--- config.mk ---
export PLATFORM = sky130hd
export DESIGN_NAME = ddram_arb_flat
export DESIGN_NICKNAME = d
export VERILOG_FILES = /design/src/rtl/ddram_arb_if.sv /design/src/rtl/ddram_arb.sv /design/src/flat_wrapper.sv
export SDC_FILE = /design/constraint.sdc
export NUM_CORES = 1
export LEC_CHECK = 0
export ABC_AREA = 1
export CAP_MARGIN = 20
export CORE_UTILIZATION = 42
export CTS_CLUSTER_DIAMETER = 150
export CTS_CLUSTER_SIZE = 30
export DETAILED_ROUTE_END_ITERATION = 8
export HOLD_SLACK_MARGIN = 0.03
export PLACE_DENSITY = 0.86
export SYNTH_ARGS = -nofsm -noshare
export SYNTH_HDL_FRONTEND = slang
export SYNTH_SLANG_ARGS = --single-unit
--- constraint.sdc ---
create_clock -name C -period 1.69 [get_ports C]
set_input_delay 0.169 -clock C [delete_from_list [all_inputs] [get_ports C]]
set_output_delay 0.169 -clock C [all_outputs]
set_load 0.03 [all_outputs]
--- src/rtl/ddram_arb_if.sv ---
// rtl/ddram_arb_if.sv - DDRAM port-A arbiter bus: clear, host and glyph-refresh requesters, write port

interface ddram_arb_if #(
    parameter int DATA_W = 64
);
    logic              ClrReqY;
    logic              HostReqY;
    logic [6:0]        HostAdrY;
    logic [DATA_W-1:0] HostDataY;
    logic              HostAckQ;
    logic              CgReqY;
    logic [6:0]        CgAdrY;
    logic [DATA_W-1:0] CgDataY;
    logic              CgAckQ;
    logic [5:0]        AdrQ;
    logic [DATA_W-1:0] DataQ;
    logic              WrUpQ;
    logic              WrDwQ;
    logic              BusyQ;
    logic              ErrQ;

    modport master (
        output ClrReqY, HostReqY, HostAdrY, HostDataY, CgReqY, CgAdrY, CgDataY,
        input  HostAckQ, CgAckQ, AdrQ, DataQ, WrUpQ, WrDwQ, BusyQ, ErrQ
    );

    modport slave (
        input  ClrReqY, HostReqY, HostAdrY, HostDataY, CgReqY, CgAdrY, CgDataY,
        output HostAckQ, CgAckQ, AdrQ, DataQ, WrUpQ, WrDwQ, BusyQ, ErrQ
    );
endinterface

--- src/rtl/ddram_arb.sv ---
// rtl/ddram_arb.sv - DDRAM port-A write arbiter with clear sweep; DDRAM_ARB_FAIR_EN selects round-robin
// Without DDRAM_ARB_FAIR_EN the host always wins a tie over the glyph-refresh engine.

module ddram_arb #(
    parameter int WORDS  = 40,
    parameter int DATA_W = 64
) (
    input logic       C,
    input logic       naR,
    ddram_arb_if.slave bus
);

    localparam logic [6:0] WORDS_L = 7'(WORDS);
    localparam logic [5:0] LAST    = 6'(WORDS - 1);

    typedef enum logic {
        IDLE,
        CLEAR
    } state_t;

    state_t            state;
    logic [5:0]        cnt;
    logic              pick_host;
    logic              any_req;
    logic              grant_host;
    logic              adr_ok;
    logic [6:0]        sel_adr;
    logic [DATA_W-1:0] sel_data;

`ifdef DDRAM_ARB_FAIR_EN
    // High when the glyph-refresh engine held the last grant, so the host wins the next tie.
    logic last_cg;
`endif

    always_comb begin
`ifdef DDRAM_ARB_FAIR_EN
        pick_host = last_cg;
`else
        pick_host = 1'b1;
`endif
        any_req    = bus.HostReqY | bus.CgReqY;
        grant_host = bus.HostReqY & (~bus.CgReqY | pick_host);
        sel_adr    = grant_host ? bus.HostAdrY  : bus.CgAdrY;
        sel_data   = grant_host ? bus.HostDataY : bus.CgDataY;
        adr_ok     = {1'b0, sel_adr[5:0]} < WORDS_L;
    end

    // cnt holds the next sweep address; the first word is written on the edge that sees ClrReqY.
    always_ff @(posedge C or negedge naR) begin
        if (!naR) begin
            state        <= IDLE;
            cnt          <= '0;
            bus.HostAckQ <= 1'b0;
            bus.CgAckQ   <= 1'b0;
            bus.AdrQ     <= '0;
            bus.DataQ    <= '0;
            bus.WrUpQ    <= 1'b0;
            bus.WrDwQ    <= 1'b0;
            bus.BusyQ    <= 1'b0;
            bus.ErrQ     <= 1'b0;
`ifdef DDRAM_ARB_FAIR_EN
            last_cg      <= 1'b1;
`endif
        end else begin
            bus.HostAckQ <= 1'b0;
            bus.CgAckQ   <= 1'b0;
            bus.WrUpQ    <= 1'b0;
            bus.WrDwQ    <= 1'b0;
            bus.BusyQ    <= 1'b0;
            if (bus.ClrReqY) begin
                bus.AdrQ  <= '0;
                bus.DataQ <= '0;
                bus.WrUpQ <= 1'b1;
                bus.WrDwQ <= 1'b1;
                bus.BusyQ <= 1'b1;
                bus.ErrQ  <= 1'b0;
                if (LAST == 6'd0) begin
                    state <= IDLE;
                    cnt   <= '0;
                end else begin
                    state <= CLEAR;
                    cnt   <= 6'd1;
                end
            end else if (state == CLEAR) begin
                bus.AdrQ  <= cnt;
                bus.DataQ <= '0;
                bus.WrUpQ <= 1'b1;
                bus.WrDwQ <= 1'b1;
                bus.BusyQ <= 1'b1;
                if (cnt == LAST) begin
                    state <= IDLE;
                    cnt   <= '0;
                end else begin
                    cnt <= cnt + 6'd1;
                end
            end else if (any_req) begin
                bus.HostAckQ <= grant_host;
                bus.CgAckQ   <= ~grant_host;
                bus.AdrQ     <= sel_adr[5:0];
                bus.DataQ    <= sel_data;
                if (adr_ok) begin
                    bus.WrUpQ <= ~sel_adr[6];
                    bus.WrDwQ <= sel_adr[6];
                end else begin
                    bus.ErrQ <= 1'b1;
                end
`ifdef DDRAM_ARB_FAIR_EN
                last_cg <= ~grant_host;
`endif
            end
        end
    end

endmodule

--- src/flat_wrapper.sv ---
// flat-port wrapper written by rule: the top's interface ports become plain ports
module ddram_arb_flat 
#(
    parameter int WORDS  = 40,
    parameter int DATA_W = 64
)
  (C, naR, bus_ClrReqY, bus_HostReqY, bus_HostAdrY, bus_HostDataY, bus_CgReqY, bus_CgAdrY, bus_CgDataY, bus_HostAckQ, bus_CgAckQ, bus_AdrQ, bus_DataQ, bus_WrUpQ, bus_WrDwQ, bus_BusyQ, bus_ErrQ);
  ddram_arb_if #(.DATA_W(DATA_W)) bus_i ();
  input logic C;
  input logic naR;
  input wire logic [$bits(bus_i.ClrReqY)-1:0] bus_ClrReqY;
  input wire logic [$bits(bus_i.HostReqY)-1:0] bus_HostReqY;
  input wire logic [$bits(bus_i.HostAdrY)-1:0] bus_HostAdrY;
  input wire logic [$bits(bus_i.HostDataY)-1:0] bus_HostDataY;
  input wire logic [$bits(bus_i.CgReqY)-1:0] bus_CgReqY;
  input wire logic [$bits(bus_i.CgAdrY)-1:0] bus_CgAdrY;
  input wire logic [$bits(bus_i.CgDataY)-1:0] bus_CgDataY;
  output wire logic [$bits(bus_i.HostAckQ)-1:0] bus_HostAckQ;
  output wire logic [$bits(bus_i.CgAckQ)-1:0] bus_CgAckQ;
  output wire logic [$bits(bus_i.AdrQ)-1:0] bus_AdrQ;
  output wire logic [$bits(bus_i.DataQ)-1:0] bus_DataQ;
  output wire logic [$bits(bus_i.WrUpQ)-1:0] bus_WrUpQ;
  output wire logic [$bits(bus_i.WrDwQ)-1:0] bus_WrDwQ;
  output wire logic [$bits(bus_i.BusyQ)-1:0] bus_BusyQ;
  output wire logic [$bits(bus_i.ErrQ)-1:0] bus_ErrQ;
  assign bus_i.ClrReqY = bus_ClrReqY;
  assign bus_i.HostReqY = bus_HostReqY;
  assign bus_i.HostAdrY = bus_HostAdrY;
  assign bus_i.HostDataY = bus_HostDataY;
  assign bus_i.CgReqY = bus_CgReqY;
  assign bus_i.CgAdrY = bus_CgAdrY;
  assign bus_i.CgDataY = bus_CgDataY;
  assign bus_HostAckQ = bus_i.HostAckQ;
  assign bus_CgAckQ = bus_i.CgAckQ;
  assign bus_AdrQ = bus_i.AdrQ;
  assign bus_DataQ = bus_i.DataQ;
  assign bus_WrUpQ = bus_i.WrUpQ;
  assign bus_WrDwQ = bus_i.WrDwQ;
  assign bus_BusyQ = bus_i.BusyQ;
  assign bus_ErrQ = bus_i.ErrQ;
  ddram_arb #(.WORDS(WORDS), .DATA_W(DATA_W)) u_core (.C(C), .naR(naR), .bus(bus_i));
endmodule
Yosys cells after proc, flatten, opt, wreduce, memory -nomap -nowiden. Index checks and enable logic that the tools add are counted.

Input port bits: 147. Latch bits: 0. Bits in registers: 83. Bits in read-only memories: 0. Output and inout port bits: 76. Logic and storage cells: 56. Memories: 0. Bits in writable memories: 0.

Reduce and logical (&&, ||, !) cells: 4. Bitwise operators: 3. Multiply operators: 0. Multiplexer cells: 34. Shift operators: 0. Equal/unequal tests: 3. $add $sub $neg: 1. Magnitude comparators: 1. Div/mod/pow operators: 0.

Operators by type and width (count): two-way mux 64 bit (4); two-way mux 6 bit (6); two-way mux 1 bit (23); two-way mux 7 bit (1); adder 6 x 1 -> 6 bit, second input constant (1); == test 6 bit, second input constant (1); less-than comparator 6 bit, second input constant (1); inequality test 2 bit, second input constant (2); nonzero test 2 bit (2); AND reduction 3 bit (1); nonzero test 3 bit (1); NOT 1 bit (2); OR 1 bit (1).

Longest topological paths before layout.
Depth after elaboration: 6. Gate-level depth with buffers: 8. Depth with buffers taken out: 7.

Worst setup path after synthesis. Ideal clock, no wire load.

Path kind: flip-flop to flip-flop. Start: reg u_core.state. End: reg u_core.bus.DataQ[62]. Clock period less this slack: 1.168 ns. Data required time: 1.598 ns. Setup time: 0.092 ns. Buffers on the path: 2. Arrival time: 1.077 ns. Cell stages (with the launch flop): 6. Path slack: 0.522 ns. Path through: dfrtp_1 -> nor2_4 -> buf_2 -> buf_4 -> nand3_1 -> o31ai_2.

Longest elaborated chain between the ends: 2. Elaborated cells between the ends (all ways): 3. Classes of those cells: 2 x mux; 1 x reduce/logical.

RTL lines: from (decl) (line ddram_arb.sv:21) `state_t state;`; from (signal assigned) (line ddram_arb.sv:51) `state <= IDLE;`; from (signal assigned) (line ddram_arb.sv:78) `state <= IDLE;`; from (signal assigned) (line ddram_arb.sv:81) `state <= CLEAR;`; two-way mux 64 bit (line ddram_arb.sv:84) `end else if (state == CLEAR) begin`; two-way mux 64 bit (line ddram_arb.sv:70) `if (bus.ClrReqY) begin`; to (signal assigned) (line ddram_arb.sv:100) `bus.DataQ <= sel_data;`; to (decl) (line ddram_arb_if.sv:29) `output HostAckQ, CgAckQ, AdrQ, DataQ, WrUpQ, WrDwQ, BusyQ, ErrQ`.

Several ways; a longest one is shown, not always the timed one. A chain may end at the register's enable or synchronous reset.

Final worst setup path.
Start: reg u_core.bus.DataQ[55]. End: out bus_DataQ[55].

RTL lines: to (decl) (line flat_wrapper.sv:21) `output wire logic [$bits(bus_i.DataQ)-1:0] bus_DataQ;`.

No word-level cell between the ends.

==> results.yml <==
timing:
  finalCriticalPeriod_ps: 1570
  rsz0062_at_grt: "false"
  setup_viol: 0
  slew_violations: 0
  period_share_pct: 93.1
  max_freq_mhz: 636
  setup_slack_ps: 117
  worst_slew_pin_slew_ps: 427
  finalHoldViolations: 0
  slew_headroom_pct: 71.5
  tns_ps: 0
  hold_slack_ps: 296
  skew_ps: 11.8
synth:
  synth.top_cell.area_share_pct: 50.3
  yosysSeqAreaShare_pct: 50.3
  synth_most_common_cell: "nor2_1"
  syn_nets: 638
  synth_warnings: 0
  synth_edf_count: 0
  synth_cells: 490
  syn_avg_cell_area_um2: 8.42
  synth_area_leaders: "dfrtp_1, nor2_1, nand3_1"
  ys_types: 29
  ys.flop_type: "dfrtp_1"
  syn-cell-area_mm2: 0.00413
  yosys.area.top_type: "dfrtp_1"
  synth_commonest_cells: "nor2_1, dfrtp_1, nand3_1, nand2_1, o31ai_1"
  async_flop_share_pct: 100
  ys_ff_latch: 83
cts:
  htreeDepth: 3
  post_cts_buffers: 0
  cts-resized-gates: 0
  clk_pin_slew_worst_paths_ps: 90
  clock-root-buffer: "clkbuf_8"
  clock_sinks: 83
  clk_latency_ps: 340
  clk_path_buf_depth: 2
  cts_made_buffers: 9
  tritoncts: "built"
drt:
  drt_first_pass_iters: 5
  drt_iter0_markers: 245
  antenna_left: 0
  via_per_inst: 5.27
  vias: 4431
  routedWlPerCell_um: 15.9
  drt-total-wl_um: 13400
  route.detailed.drc: 0
cells_and_area:
  n_fill_cell: 767
  final_cells: 841
  fin_area_mm2: 0.00673
  drive_gt1_share_pct: 8.71
  syn_to_final_growth_pct: 63.0
  diodes: 0
  nets: 855
  final_core_util_pct: 71.8
critical_path:
  endpoint_kind: "output pin"
  start_kind: "flip-flop"
  path_cells: "clkdlybuf4s50_1"
  cp_top_family: "buffers and inverters"
  crit_path_max_incr_delay_ps: 690
  arrival_ps: 1400
  worstPathMaxFanout: 2
  cp.required_ps: 1520
  timing_worst_setup_path_type: "reg2out"
  path_buf_inv: 1
  crit_path_top_delay_cell: "clkdlybuf4s50_1"
floorplanning:
  die_w_um: 101
  rows: 35
  die_y_um: 101
  ios: 223
  initial_core_util_pct: 44.0
  die_area_mm2: 0.0102
  core_area_mm2: 0.00937
grt:
  antenna_found_initial: 0
  gr-total-overflow: 0
  grt_pass1_wl_um: 21000
  grt_use_total_pct: 26.4
  grt_max_degree: 40
  grt_pass1_vias: 4443
outcome:
  status: "finished, final reports clean"
placement:
  place_inst: 824
  dp_worst_setup_slack_ps: 70.1
  dp_hpwl_um: 9920
  place_area_mm2: 0.00650
  io_buffers: 222
  gp_routability_congestion: 0.819
pwr:
  vdd_ir_drop_max_v: 0.000441
  p_total_mw: 4.24
  powerDensity_mw_per_mm2: 631
  p_leak_nw: 2.89
flow_run:
  drv_cap: 0
worst_hold_path:
  min_path_type: "in2async"
## cell type report
| type | count | area, um2 | share of cell area, % |
|---|---|---|---|
| clock buffers | 12 | 145 | 2.16 |
| repair buffers | 243 | 2410 | 35.9 |
| multi-input cells | 350 | 1780 | 26.4 |
| well taps | 129 | 161 | 2.40 |
| flip-flops and latches | 83 | 2080 | 30.9 |
| clock inverters | 4 | 73.8 | 1.10 |
| inverters | 20 | 77.6 | 1.15 |
## worst paths after layout
check	startpoint	end	slack (ps)	cells after the start
min in group C	bus_HostReqY	u_core.bus.WrDwQ$_DFF_PN0_	350	5
worst max-delay path	u_core.bus.DataQ[55]$_DFFE_PN0P_	bus_DataQ[55]	120	1
worst min-delay path	naR	u_core.bus.DataQ[32]$_DFFE_PN0P_	300	2
worst min register to register	u_core.bus.DataQ[63]$_DFFE_PN0P_	u_core.bus.DataQ[63]$_DFFE_PN0P_	520	2
worst max register to register	u_core.state$_DFF_PN0_	u_core.cnt[0]$_DFFE_PN0P_	330	4
max in group asynchronous	naR	u_core.bus.DataQ[11]$_DFFE_PN0P_	810	3
## what timing repair did
item / in CTS / in global routing
endpoints found under the hold margin: 27 / 0
hold buffers: 1 / 0
endpoints found under the setup margin: 0 / 0
## cell families (layout without fill, tap and decap cells)
| kind of cell | after synthesis | after routing | synth area share (%) |
|---|---|---|---|
| buf+inv | 57 | 279 | 6.55 |
| fa+ha+maj | 1 | 1 | 0.303 |
| simple gates | 253 | 253 | 26.2 |
| compound gates | 96 | 96 | 16.6 |
| flops | 83 | 83 | 50.3 |
## cells in the final DEF (no fill, tap or decap), drive strengths merged
cell type / synthesis / layout
nor2: 127 / 127
clkbuf: 9 / 12
a22o: 1 / 1
a21oi: 1 / 1
dlygate4sd3: 0 / 1
or2: 1 / 1
buf: 28 / 22
o31ai: 44 / 44
o21a: 1 / 1
clkdlybuf4s50: 0 / 220
nor3: 2 / 2
clkinv: 0 / 2
dfrtp: 83 / 83
nand4: 1 / 1
inv: 20 / 20
a31oi: 7 / 7
bufinv: 0 / 2
nand3: 76 / 76
o21ai: 42 / 42
nand2: 46 / 46
ha: 1 / 1
## per-layer routing
| layer | share of wire [%] | vias to the layer above | global-route usage (%) |
|---|---|---|---|
| li1 | - | 2091 | - |
| met3 | 7.7 | 29 | 7.21 |
| met2 | 52 | 202 | 47.1 |
| met4 | 2.6 | 0 | 10.0 |
| met5 | 0 | - | 0 |
| met1 | 37 | 2109 | 30.2 |
## state kept, by name (all words and copies together), names as in the netlist
name                 cells
u_core.bus.DataQ        64
u_core.bus.AdrQ          6
u_core.cnt               6
u_core.bus.BusyQ         1
u_core.bus.CgAckQ        1
u_core.bus.ErrQ          1
u_core.bus.HostAckQ      1
u_core.bus.WrDwQ         1
u_core.bus.WrUpQ         1
u_core.state             1
## power breakdown
part | internal (mW) | switching, mW
Sequential | 2.00 | 0.0189
Combinational | 0.381 | 0.277
Clock | 0.876 | 0.694
Power figures use the tool's default switching activity.
